<file path="src/rtl/uart_param.sv">
// Full-duplex 16x-oversampled UART with RX/TX FIFOs; optional even parity via UART_PARITY_EN.
// RX word visible 2 clk after stop mid-sample; host writes beyond tx_full and RX words beyond rx_full are dropped.
module uart_param_fifo #(
  parameter int W  = 8,
  parameter int AW = 4
) (
  input  logic         clk,
  input  logic         rst_n,
  input  logic         wr_i,
  input  logic         rd_i,
  input  logic [W-1:0] wdat_i,
  output logic [W-1:0] rdat_o,
  output logic         empty_o,
  output logic         full_o
);
  localparam int DEPTH = 2 ** AW;

  logic [W-1:0]  mem_q [DEPTH];
  logic [AW-1:0] wptr_q, rptr_q, wnext, rnext;
  logic          empty_q, full_q, wr_en, rd_en;

  assign wnext  = wptr_q + AW'(1);
  assign rnext  = rptr_q + AW'(1);
  // A read frees a slot in the same cycle, so a full FIFO may still accept a write alongside it.
  assign wr_en  = wr_i & (~full_q | rd_i);
  assign rd_en  = rd_i & ~empty_q;
  assign rdat_o = mem_q[rptr_q];
  assign empty_o = empty_q;
  assign full_o  = full_q;

  always_ff @(posedge clk or negedge rst_n) begin
    if (!rst_n) begin
      for (int i = 0; i < DEPTH; i++) mem_q[i] <= '0;
    end else if (wr_en) begin
      mem_q[wptr_q] <= wdat_i;
    end
  end

  always_ff @(posedge clk or negedge rst_n) begin
    if (!rst_n) begin
      wptr_q  <= '0;
      rptr_q  <= '0;
      empty_q <= 1'b1;
      full_q  <= 1'b0;
    end else begin
      if (wr_en) wptr_q <= wnext;
      if (rd_en) rptr_q <= rnext;
      if (wr_en && !rd_en) begin
        empty_q <= 1'b0;
        full_q  <= (wnext == rptr_q);
      end else if (rd_en && !wr_en) begin
        full_q  <= 1'b0;
        empty_q <= (rnext == wptr_q);
      end
    end
  end
endmodule

module uart_param #(
  parameter int DBIT    = 8,
  parameter int SB_TICK = 16,
  parameter int DVSR    = 163,
  parameter int ADDR_W  = 4
) (
  input  logic            clk,
  input  logic            rst_n,
  input  logic            rx,
  output logic            tx,
  input  logic            rd_uart,
  output logic [DBIT-1:0] r_data,
  input  logic            wr_uart,
  input  logic [DBIT-1:0] w_data,
  input  logic            err_clr,
  output logic            rx_empty,
  output logic            rx_full,
  output logic            tx_full,
  output logic            tx_empty,
  output logic            frame_err,
  output logic            overrun_err
`ifdef UART_PARITY_EN
  ,
  output logic            parity_err
`endif
);
  localparam int BW = $clog2(DVSR);
  localparam int SW = (SB_TICK > 16) ? $clog2(SB_TICK) : 4;
  localparam int NW = (DBIT > 1) ? $clog2(DBIT) : 1;

  typedef enum logic [2:0] {ST_IDLE, ST_START, ST_DATA, ST_PAR, ST_STOP} state_e;

  logic [BW-1:0] baud_q, baud_d;
  logic          tick;

  assign tick   = (baud_q == BW'(DVSR - 1));
  assign baud_d = tick ? '0 : baud_q + BW'(1);

  always_ff @(posedge clk or negedge rst_n) begin
    if (!rst_n) baud_q <= '0;
    else        baud_q <= baud_d;
  end

  logic [1:0] sync_q;
  logic       rx_s;
  assign rx_s = sync_q[1];

  always_ff @(posedge clk or negedge rst_n) begin
    if (!rst_n) sync_q <= 2'b11;
    else        sync_q <= {sync_q[0], rx};
  end

  // ---------------- receiver ----------------
  state_e          rx_st_q, rx_st_d;
  logic [SW-1:0]   rs_q, rs_d;
  logic [NW-1:0]   rn_q, rn_d;
  logic [DBIT-1:0] rb_q, rb_d;
  logic            rx_done, ferr_set, perr_set;

  always_comb begin
    rx_st_d  = rx_st_q;
    rs_d     = rs_q;
    rn_d     = rn_q;
    rb_d     = rb_q;
    rx_done  = 1'b0;
    ferr_set = 1'b0;
    perr_set = 1'b0;
    case (rx_st_q)
      ST_IDLE: if (!rx_s) begin
        rx_st_d = ST_START;
        rs_d    = '0;
      end
      ST_START: if (tick) begin
        if (rs_q == SW'(7)) begin
          rs_d    = '0;
          rn_d    = '0;
          rx_st_d = rx_s ? ST_IDLE : ST_DATA;
        end else rs_d = rs_q + SW'(1);
      end
      ST_DATA: if (tick) begin
        if (rs_q == SW'(15)) begin
          rs_d = '0;
          rb_d = {rx_s, rb_q[DBIT-1:1]};
          if (rn_q == NW'(DBIT - 1)) begin
`ifdef UART_PARITY_EN
            rx_st_d = ST_PAR;
`else
            rx_st_d = ST_STOP;
`endif
          end else rn_d = rn_q + NW'(1);
        end else rs_d = rs_q + SW'(1);
      end
`ifdef UART_PARITY_EN
      ST_PAR: if (tick) begin
        if (rs_q == SW'(15)) begin
          rs_d     = '0;
          perr_set = rx_s ^ (^rb_q);
          rx_st_d  = ST_STOP;
        end else rs_d = rs_q + SW'(1);
      end
`endif
      ST_STOP: if (tick) begin
        // The state is entered mid last bit, so count 15 lands in the middle of the stop bit.
        if (rs_q == SW'(15) && !rx_s) ferr_set = 1'b1;
        if (rs_q == SW'(SB_TICK - 1)) begin
          rx_st_d = ST_IDLE;
          rx_done = 1'b1;
        end else rs_d = rs_q + SW'(1);
      end
      default: rx_st_d = ST_IDLE;
    endcase
  end

  always_ff @(posedge clk or negedge rst_n) begin
    if (!rst_n) begin
      rx_st_q <= ST_IDLE;
      rs_q    <= '0;
      rn_q    <= '0;
      rb_q    <= '0;
    end else begin
      rx_st_q <= rx_st_d;
      rs_q    <= rs_d;
      rn_q    <= rn_d;
      rb_q    <= rb_d;
    end
  end

  logic rx_push;
  assign rx_push = rx_done & ~rx_full;

  uart_param_fifo #(.W(DBIT), .AW(ADDR_W)) u_rx_fifo (
    .clk    (clk),
    .rst_n  (rst_n),
    .wr_i   (rx_push),
    .rd_i   (rd_uart),
    .wdat_i (rb_q),
    .rdat_o (r_data),
    .empty_o(rx_empty),
    .full_o (rx_full)
  );

  logic ferr_q, ferr_d, ovr_q, ovr_d;
  assign ferr_d = ferr_set ? 1'b1 : (err_clr ? 1'b0 : ferr_q);
  assign ovr_d  = (rx_done & rx_full) ? 1'b1 : (err_clr ? 1'b0 : ovr_q);
  assign frame_err   = ferr_q;
  assign overrun_err = ovr_q;

  always_ff @(posedge clk or negedge rst_n) begin
    if (!rst_n) begin
      ferr_q <= 1'b0;
      ovr_q  <= 1'b0;
    end else begin
      ferr_q <= ferr_d;
      ovr_q  <= ovr_d;
    end
  end

`ifdef UART_PARITY_EN
  logic perr_q, perr_d;
  assign perr_d     = perr_set ? 1'b1 : (err_clr ? 1'b0 : perr_q);
  assign parity_err = perr_q;

  always_ff @(posedge clk or negedge rst_n) begin
    if (!rst_n) perr_q <= 1'b0;
    else        perr_q <= perr_d;
  end
`endif

  // ---------------- transmitter ----------------
  state_e          tx_st_q, tx_st_d;
  logic [SW-1:0]   ts_q, ts_d;
  logic [NW-1:0]   tn_q, tn_d;
  logic [DBIT-1:0] tb_q, tb_d, tx_head;
  logic            tx_q, tx_d, tx_pop;
`ifdef UART_PARITY_EN
  logic            tp_q, tp_d;
`endif

  // Frames start only on a tick so every bit, including start, is exactly 16 ticks long.
  always_comb begin
    tx_st_d = tx_st_q;
    ts_d    = ts_q;
    tn_d    = tn_q;
    tb_d    = tb_q;
    tx_d    = 1'b1;
    tx_pop  = 1'b0;
`ifdef UART_PARITY_EN
    tp_d    = tp_q;
`endif
    case (tx_st_q)
      ST_IDLE: if (tick && !tx_empty) begin
        tx_pop  = 1'b1;
        tb_d    = tx_head;
        ts_d    = '0;
        tx_st_d = ST_START;
`ifdef UART_PARITY_EN
        tp_d    = ^tx_head;
`endif
      end
      ST_START: begin
        tx_d = 1'b0;
        if (tick) begin
          if (ts_q == SW'(15)) begin
            ts_d    = '0;
            tn_d    = '0;
            tx_st_d = ST_DATA;
          end else ts_d = ts_q + SW'(1);
        end
      end
      ST_DATA: begin
        tx_d = tb_q[0];
        if (tick) begin
          if (ts_q == SW'(15)) begin
            ts_d = '0;
            tb_d = tb_q >> 1;
            if (tn_q == NW'(DBIT - 1)) begin
`ifdef UART_PARITY_EN
              tx_st_d = ST_PAR;
`else
              tx_st_d = ST_STOP;
`endif
            end else tn_d = tn_q + NW'(1);
          end else ts_d = ts_q + SW'(1);
        end
      end
`ifdef UART_PARITY_EN
      ST_PAR: begin
        tx_d = tp_q;
        if (tick) begin
          if (ts_q == SW'(15)) begin
            ts_d    = '0;
            tx_st_d = ST_STOP;
          end else ts_d = ts_q + SW'(1);
        end
      end
`endif
      ST_STOP: if (tick) begin
        if (ts_q == SW'(SB_TICK - 1)) begin
          ts_d = '0;
          if (!tx_empty) begin
            tx_pop  = 1'b1;
            tb_d    = tx_head;
            tx_st_d = ST_START;
`ifdef UART_PARITY_EN
            tp_d    = ^tx_head;
`endif
          end else tx_st_d = ST_IDLE;
        end else ts_d = ts_q + SW'(1);
      end
      default: tx_st_d = ST_IDLE;
    endcase
  end

  always_ff @(posedge clk or negedge rst_n) begin
    if (!rst_n) begin
      tx_st_q <= ST_IDLE;
      ts_q    <= '0;
      tn_q    <= '0;
      tb_q    <= '0;
      tx_q    <= 1'b1;
    end else begin
      tx_st_q <= tx_st_d;
      ts_q    <= ts_d;
      tn_q    <= tn_d;
      tb_q    <= tb_d;
      tx_q    <= tx_d;
    end
  end

`ifdef UART_PARITY_EN
  always_ff @(posedge clk or negedge rst_n) begin
    if (!rst_n) tp_q <= 1'b0;
    else        tp_q <= tp_d;
  end
`endif

  assign tx = tx_q;

  uart_param_fifo #(.W(DBIT), .AW(ADDR_W)) u_tx_fifo (
    .clk    (clk),
    .rst_n  (rst_n),
    .wr_i   (wr_uart),
    .rd_i   (tx_pop),
    .wdat_i (w_data),
    .rdat_o (tx_head),
    .empty_o(tx_empty),
    .full_o (tx_full)
  );
endmodule

</file>
<file path="config.mk">
export PLATFORM = sky130hd
export DESIGN_NAME = uart_param
export DESIGN_NICKNAME = d
export VERILOG_FILES = /design/src/rtl/uart_param.sv
export SDC_FILE = /design/constraint.sdc
export NUM_CORES = 1
export LEC_CHECK = 0
export CAP_MARGIN = 20
export CORE_MARGIN = 10
export CORE_UTILIZATION = 30
export DETAILED_ROUTE_END_ITERATION = 10
export PLACE_DENSITY_LB_ADDON = 0.05
export SYNTH_ARGS = -nofsm -noshare
export SYNTH_HDL_FRONTEND = slang
export SYNTH_SLANG_ARGS = --single-unit
</file>
<file path="constraint.sdc">
create_clock -name clk -period 5.4 [get_ports clk]
set_clock_uncertainty 0.05 [all_clocks]
set_input_delay 0.54 -clock clk [delete_from_list [all_inputs] [get_ports clk]]
set_output_delay 0.54 -clock clk [all_outputs]
set_load 0.1 [all_outputs]
</file>
==> summary.md, run 1 <==
| Metric | Value |
|---|---|
| Mean post-synth cell area | `between 10 and 15 sq um` |
| Seq pwr share | `a little over two fifths` |
| #FFs+latches synth | `roughly 330` |
| R2R cell count | `5` |
| CTS tree | `yes` |
| Register area | `8143 sq um` |
| Core Region | `50480 sq um` |
| Critical Path Fanout Max | `36` |
| Post-synth top flop | `dfrtp_1` |
| Dpl hpwl | `approximately 24000 um` |
| Critical path class | `flop to primary output` |
| EDFF count, synth | `0` |
| Delay-heaviest family, CP | `buffers and inverters` |
| Mapped Cells | `~1100` |
| CP startpoint kind | `flop` |
| Tot GR Track Use | `between 10% and 20%` |
| DRC marker count from the first detailed-route iteration | `between 400 and 500` |
| WHS Path Cells | `0` |
| Worst Tran Pin Value | `between 1 and 1.5 ns` |
| Post-route clock period utilization | `76.44%` |
| Congestion Overflow GR | `0` |
| Post-CTS resize count | `0` |
| Area contributors post-synth | `dfrtp_1 (52%), mux2_2 (19%), mux4_2 (11%)` |
| Clock slew at reported path FFs | `0.06 ns` |
| Initial antenna violation count | `0` |
| Power density over the cells | `approximately 430 nW/um^2` |
| Worst path slowest cell | `clkdlybuf4s50_1` |
| RePlAce Congestion | `roughly 0.74` |
| Fraction of registers with async set or reset after synthesis | `100.0%` |
| Endpoints failing setup | `0` |
| Root Buffer | `clkbuf_16` |
| Area Overhead vs Synth | `15.14%` |
| Register area share after synthesis | `a little over half` |
| Net Sw Frac | `~28%` |
| Ratio of cells with drive above 1 in the final layout | `between 30% and 40%` |
| Postcts setup bufs | `0` |
| Final Max Slew Viols | `0` |
| NetSw | `between 2 and 2.5 mW` |
| Initial core utilization | `a little under a third` |
| Largest area contributor in the netlist | `dfrtp_1` |
| Commonest non-fill, non-tap cell in the layout | `dfrtp_1` |
| Int Power | `between 5 and 6 mW` |
| Syn_nets | `approximately 1100` |
| Levels on crit path | `3` |
| First-pass GRT wire length | `60690 um` |
| Vias in the first global route | `between 9000 and 10000` |
| Combined area of the multi-input logic cells | `a little under 7000 sq um` |
| Power Total | `roughly 7.6 mW` |
| Crit path DAT | `~3.5 ns` |
| Post-DP Area | `around 16000 sq um` |
| RSZ-0062 raised after global routing | `no` |
| Final Hold Viols | `0` |
| IO Port Bufs | `28` |
| Ant. Diodes | `0` |
| Die W | `~250 um` |
| DR vias/cell | `just under 5` |
| Routed Antenna Nets | `0` |
| CTS max path bufs | `3` |
| Top cell type's share of synthesized area | `between 50 and 60%` |
| Fmax | `0.2423 GHz` |
| Fin Setup TNS | `0 ns` |
| Final WL | `39020 um` |
| Crit end category | `primary output` |
| CP dominant cell by count | `mux4_2` |
| Clock latency on the worst-skew pair | `roughly 0.56 ns` |
| Commonest cells after routing, fill and taps aside | `dfrtp_1 (317), mux2_2 (258), mux4_2 (72)` |
| Filler instances | `approximately 4900` |
| DP Worst Slack | `between 1.5 and 2 ns` |
| Drt first pass iters | `4` |
| Number of max-cap violations | `0` |
| Die Span Y | `246.5 um` |
| Final setup margin | `between 1 and 1.5 ns` |
| Nets | `roughly 1100` |
| Clock sinks | `roughly 330` |
| Rows | `82` |
| Synth warnings | `0` |
| Max VDD drop | `roughly 0.22 mV` |
| H-tree Lvls | `2` |
| Hold Slack | `roughly 0.31 ns` |
| Crit-path cells | `mux4_2 > mux4_2 > clkdlybuf4s50_1` |
| Vias | `between 8000 and 9000` |
| Wire per inst | `about 22 um` |
| Die footprint | `a little over 60000 sq um` |
| Status | `completed` |
| WP data required | `4.81 ns` |
| Fin crit period | `slightly above 4 ns` |
| Clock power frac | `36.0%` |
| Num CTS Buffers | `41` |
| Mapped Area | `15390 sq um` |
| Synth cell types | `56` |
| Drc violations | `0` |
| Worst Path Buf+Inv | `1` |
| Design area | `17720 sq um` |
| Hold buffers post-CTS | `1` |
| Slew margin rel. | `between 20% and 30%` |
| Top Ports | `29` |
| P_leak | `a little under 8 nW` |
| Largest net degree at the start of global routing | `approximately 110` |
| Slowest cell delay on critical path | `1.00 ns` |
| Logic pwr share | `approximately a fifth` |
| Hold WC Path Type | `flop to flop` |
-- power groups by stage --
stage          registers (mW)  logic (mW)  clock network, mW
6_report                 3.31        1.56               2.74
5_1_grt                  3.40        1.70               2.94
4_1_cts                  3.33        1.59               2.85
3_5_place_dp             3.37        1.59                  0
3_3_place_gp             3.36        1.56                  0
2_1_floorplan            3.20        1.29                  0
-- cells in the mapped netlist, drive strengths merged (2+ instances only) --
cell and number:
dfrtp 320, mux2 268, mux4 72, clkbuf 54, nand2 39, nor2 35
nand3 30, xnor2 26, a21oi 23, o21ai 22, ha 20, o22ai 20
inv 16, nor3 16, nand4 13, xor2 12, buf 11, and3 8
mux2i 7, nand2b 7, nor2b 7, dfstp 5, nor4 5, a22oi 4
nor3b 3, or2 3, a32o 2, and2 2, or3b 2
-- path summary, 6_finish.rpt --
check	start	end	slack [ns]
worst max-delay path	u_rx_fifo.rptr_q[1]	r_data[0]	1.27
worst min-delay path	sync_q[0]	sync_q[1]	0.31
worst max register to register	baud_q[3]	u_tx_fifo.mem_q[10]	2.06
worst min register to register	sync_q[0]	sync_q[1]	0.31
max in group asynchronous	rst_n	u_tx_fifo.rptr_q[0]	3.53
min in group asynchronous	rst_n	u_rx_fifo.mem_q[121]	0.52
-- per-layer routing --
metal / wire length (um) / vias to the layer above / share of wire, % / global-route usage [%]
li1: - / 4001 / - / -
met4: 866 / 0 / 2.2 / 4.131
met3: 1067 / 54 / 2.7 / 2.023
met1: 17870 / 4603 / 46 / 17.08
met2: 19220 / 96 / 49 / 22.11
met5: 0 / - / 0 / 0
-- cell type report --
class	instances	share of cell area, %
Clock buffer	60	6.658
Clock inverter	15	0.9037
Inverter	16	0.3389
Multi-Input combinational cell	664	39.15
Sequential cell	325	45.95
Tap cell	672	4.744
Timing Repair Buffer	38	2.259
-- stage by stage --
| stage | cells | utilization (%) |
|---|---|---|
| global placement | 1714 | 32.43 |
| detailed placement | 1714 | 32.43 |
| CTS | 1790 | 35.11 |
| global route | 1790 | 35.11 |
| floorplan | 1070 | - |
| finish | 1790 | 35.11 |
-- sequential cells by signal, summed over array words and instances, names as in the netlist, 8 cells and up --
signal / count
u_tx_fifo.mem_q: 128
u_rx_fifo.mem_q: 128
baud_q: 8
rb_q: 8
tb_q: 8
-- kinds of logic after synthesis --
family / count (synthesis) / synth area share (%)
buffers and inverters: 81 / 2.057
adder cells (fa/ha/maj): 20 / 1.626
XOR/XNOR: 38 / 2.162
AO/OA/AOI/OAI: 84 / 3.382
flip-flops: 325 / 52.88
AND/OR/NAND/NOR: 175 / 7.300
multiplexers: 347 / 30.60
Note: power is estimated with default switching activity, not from simulation.
==> run 2: changes to the inputs <==
==> constraint.sdc (replaced) <==
create_clock -name clk -period 3.62 [get_ports clk]
set_clock_uncertainty 0.05 [all_clocks]
set_input_delay 0.362 -clock clk [delete_from_list [all_inputs] [get_ports clk]]
set_output_delay 0.362 -clock clk [all_outputs]
set_load 0.1 [all_outputs]
==> run 2 against run 1 <==
  * Non-clock buffer count rose by 14
  * Sequential share of layout area is 0.44 points lower
  * Via count is 0.46% higher
  * Global-route usage fell by 0.37 points
  * Largest cell class unchanged
  * Final cell count up 0.73%
  * Final area rose by 0.97%
  * Sequential power increased by 51%
==> summary.md, run 2 (synthesis results as in run 1) <==
| Metric | Value |
|---|---|
| Crit-path cells | `buf_12 > mux4_2 > mux4_2 > buf_4` |
| Final Max Slew Viols | `0` |
| Top Ports | `29` |
| IO Port Bufs | `28` |
| Dpl hpwl | `~25000 um` |
| Fin crit period | `3.213 ns` |
| Largest net degree at the start of global routing | `around 100` |
| CP startpoint kind | `flop` |
| Hold WC Path Type | `primary input to flop` |
| CTS max path bufs | `3` |
| Vias in the first global route | `about 9400` |
| Congestion Overflow GR | `0` |
| Commonest cells after routing, fill and taps aside | `dfrtp_1 (317), mux2_2 (258), mux4_2 (72)` |
| HP Start | `rx` |
| CP dominant cell by count | `mux4_2` |
| Worst R2R Start | `baud_q[3]` |
| Routed Antenna Nets | `0` |
| P_leak | `just under 8 nW` |
| H-tree Lvls | `2` |
| Tot GR Track Use | `12.78%` |
| Initial antenna violation count | `0` |
| Number of max-cap violations | `0` |
| Slowest cell delay on critical path | `roughly 0.67 ns` |
| Critical path class | `flop to primary output` |
| Crit path DAT | `approximately 2.8 ns` |
| Post-route clock period utilization | `slightly below 90%` |
| Nets | `1134` |
| Final Hold Viols | `0` |
| DP Worst Slack | `between 0.5 and 0.6 ns` |
| Endpoints failing setup | `0` |
| DRC marker count from the first detailed-route iteration | `440` |
| Commonest non-fill, non-tap cell in the layout | `dfrtp_1` |
| RePlAce Congestion | `between 0.7 and 0.8` |
| WP data required | `3.21 ns` |
| CTS tree | `yes` |
| Worst path slowest cell | `dfrtp_2` |
| Rows | `a little over 80` |
| Top Registers | `u_rx_fifo.mem_q: 128 flops, u_tx_fifo.mem_q: 128 flops` |
| Drc violations | `0` |
| Root Buffer | `clkbuf_16` |
| Final WL | `between 30000 and 40000 um` |
| Clock slew at reported path FFs | `0.05 ns` |
| Drt first pass iters | `4` |
| Num CTS Buffers | `between 40 and 50` |
| Ant. Diodes | `0` |
| Delay-heaviest family, CP | `multiplexers` |
| Max VDD drop | `0.2784 mV` |
| CP startpoint | `u_rx_fifo.rptr_q[0]` |
| Die W | `~250 um` |
| RSZ-0062 raised after global routing | `no` |
| Vias | `8794` |
| Final setup margin | `0.4070 ns` |
| DR vias/cell | `about 5` |
| Worst Path Buf+Inv | `2` |
| Crit end category | `primary output` |
| Wire per inst | `roughly 21 um` |
| Fmax | `0.3112 GHz` |
| Critical Path Fanout Max | `18` |
| Layout Utilization | `35.45%` |
| Status | `completed` |
| Area Overhead vs Synth | `16.26%` |
| Core Region | `around 50000 sq um` |
| Die footprint | `between 60000 and 70000 sq um` |
| Hold Slack | `0.1825 ns` |
| Worst Tran Pin Value | `roughly 1 ns` |
| Clock sinks | `about 330` |
| Die Span Y | `246.5 um` |
| Initial core utilization | `a little under a third` |
| Fin Setup TNS | `0 ns` |
| Ratio of cells with drive above 1 in the final layout | `40.76%` |
| Power density over the cells | `roughly 640 nW/um^2` |
| First-pass GRT wire length | `around 60000 um` |
| Slew margin rel. | `between 30% and 40%` |
| Clock latency on the worst-skew pair | `about 0.55 ns` |
==> run 2: cell types whose count changed in the layout (fill, tap and decap cells not counted), sizes merged <==
cell	delta
clkbuf	+9
bufinv	-2
clkdlybuf4s50	-8
clkinv	-7
buf	+22
clkinvlp	-1
==> run 2: area by class of cell <==
type	instances	area [sq um]
clock buffer	69	1324
clock inverter	5	53.80
fill	4959	32580
inverter	16	60.06
multi-input combinational	664	6938
sequential	325	8143
tap	672	840.8
timing repair buffer	52	535.5
==> run 2: power breakdown <==
group          switching (mW)  total [mW]  internal (mW)
Combinational            1.08        2.42           1.34
Clock                    1.58        4.13           2.55
Sequential              0.599        4.99           4.39
==> run 2: path summary, 6_finish.rpt <==
kind	slack, ns	cells past startpoint	endpoint
worst max-delay path	0.41	4	r_data[5]
worst min-delay path	0.18	1	sync_q[0]
worst max register to register	0.59	6	u_tx_fifo.mem_q[53]
max in group asynchronous	2.09	3	tx
worst min register to register	0.30	0	sync_q[1]
min in group asynchronous	0.40	2	u_rx_fifo.mem_q[110]
==> run 2: worst reg2reg max path, cell delays in order (launching register included) <==
cell     delay, ns
dfrtp_1       0.41
or4b_4        0.58
or3_4         0.45
o31a_2        0.49
buf_4         0.32
nor2_8        0.26
mux2_2        0.36
==> run 2: what timing repair did <==
action | CTS | global route
hold buffers | 1 | 0
gates resized for setup | 0 | 0
endpoints found under the setup margin | 0 | 0
endpoints found under the hold margin | 93 | 0
setup buffers | 0 | 0
==> run 2: layer usage <==
metal	part of all wire [%]	GRT usage [%]	vias up
met3	3.3	2.521	52
met4	1.9	3.265	0
li1	-	-	4019
met5	0	0	-
met1	47	17.16	4626
met2	48	20.74	97
==> run 2: per-stage QoR <==
step	instances	power, mW	cell area [sq um]
after global placement	1728	7.519	16510
after CTS	1803	11.79	17890
after global routing	1803	12.19	17890
final	1803	11.54	17890
after floorplan	1070	6.694	15390
after detailed placement	1728	7.530	16510
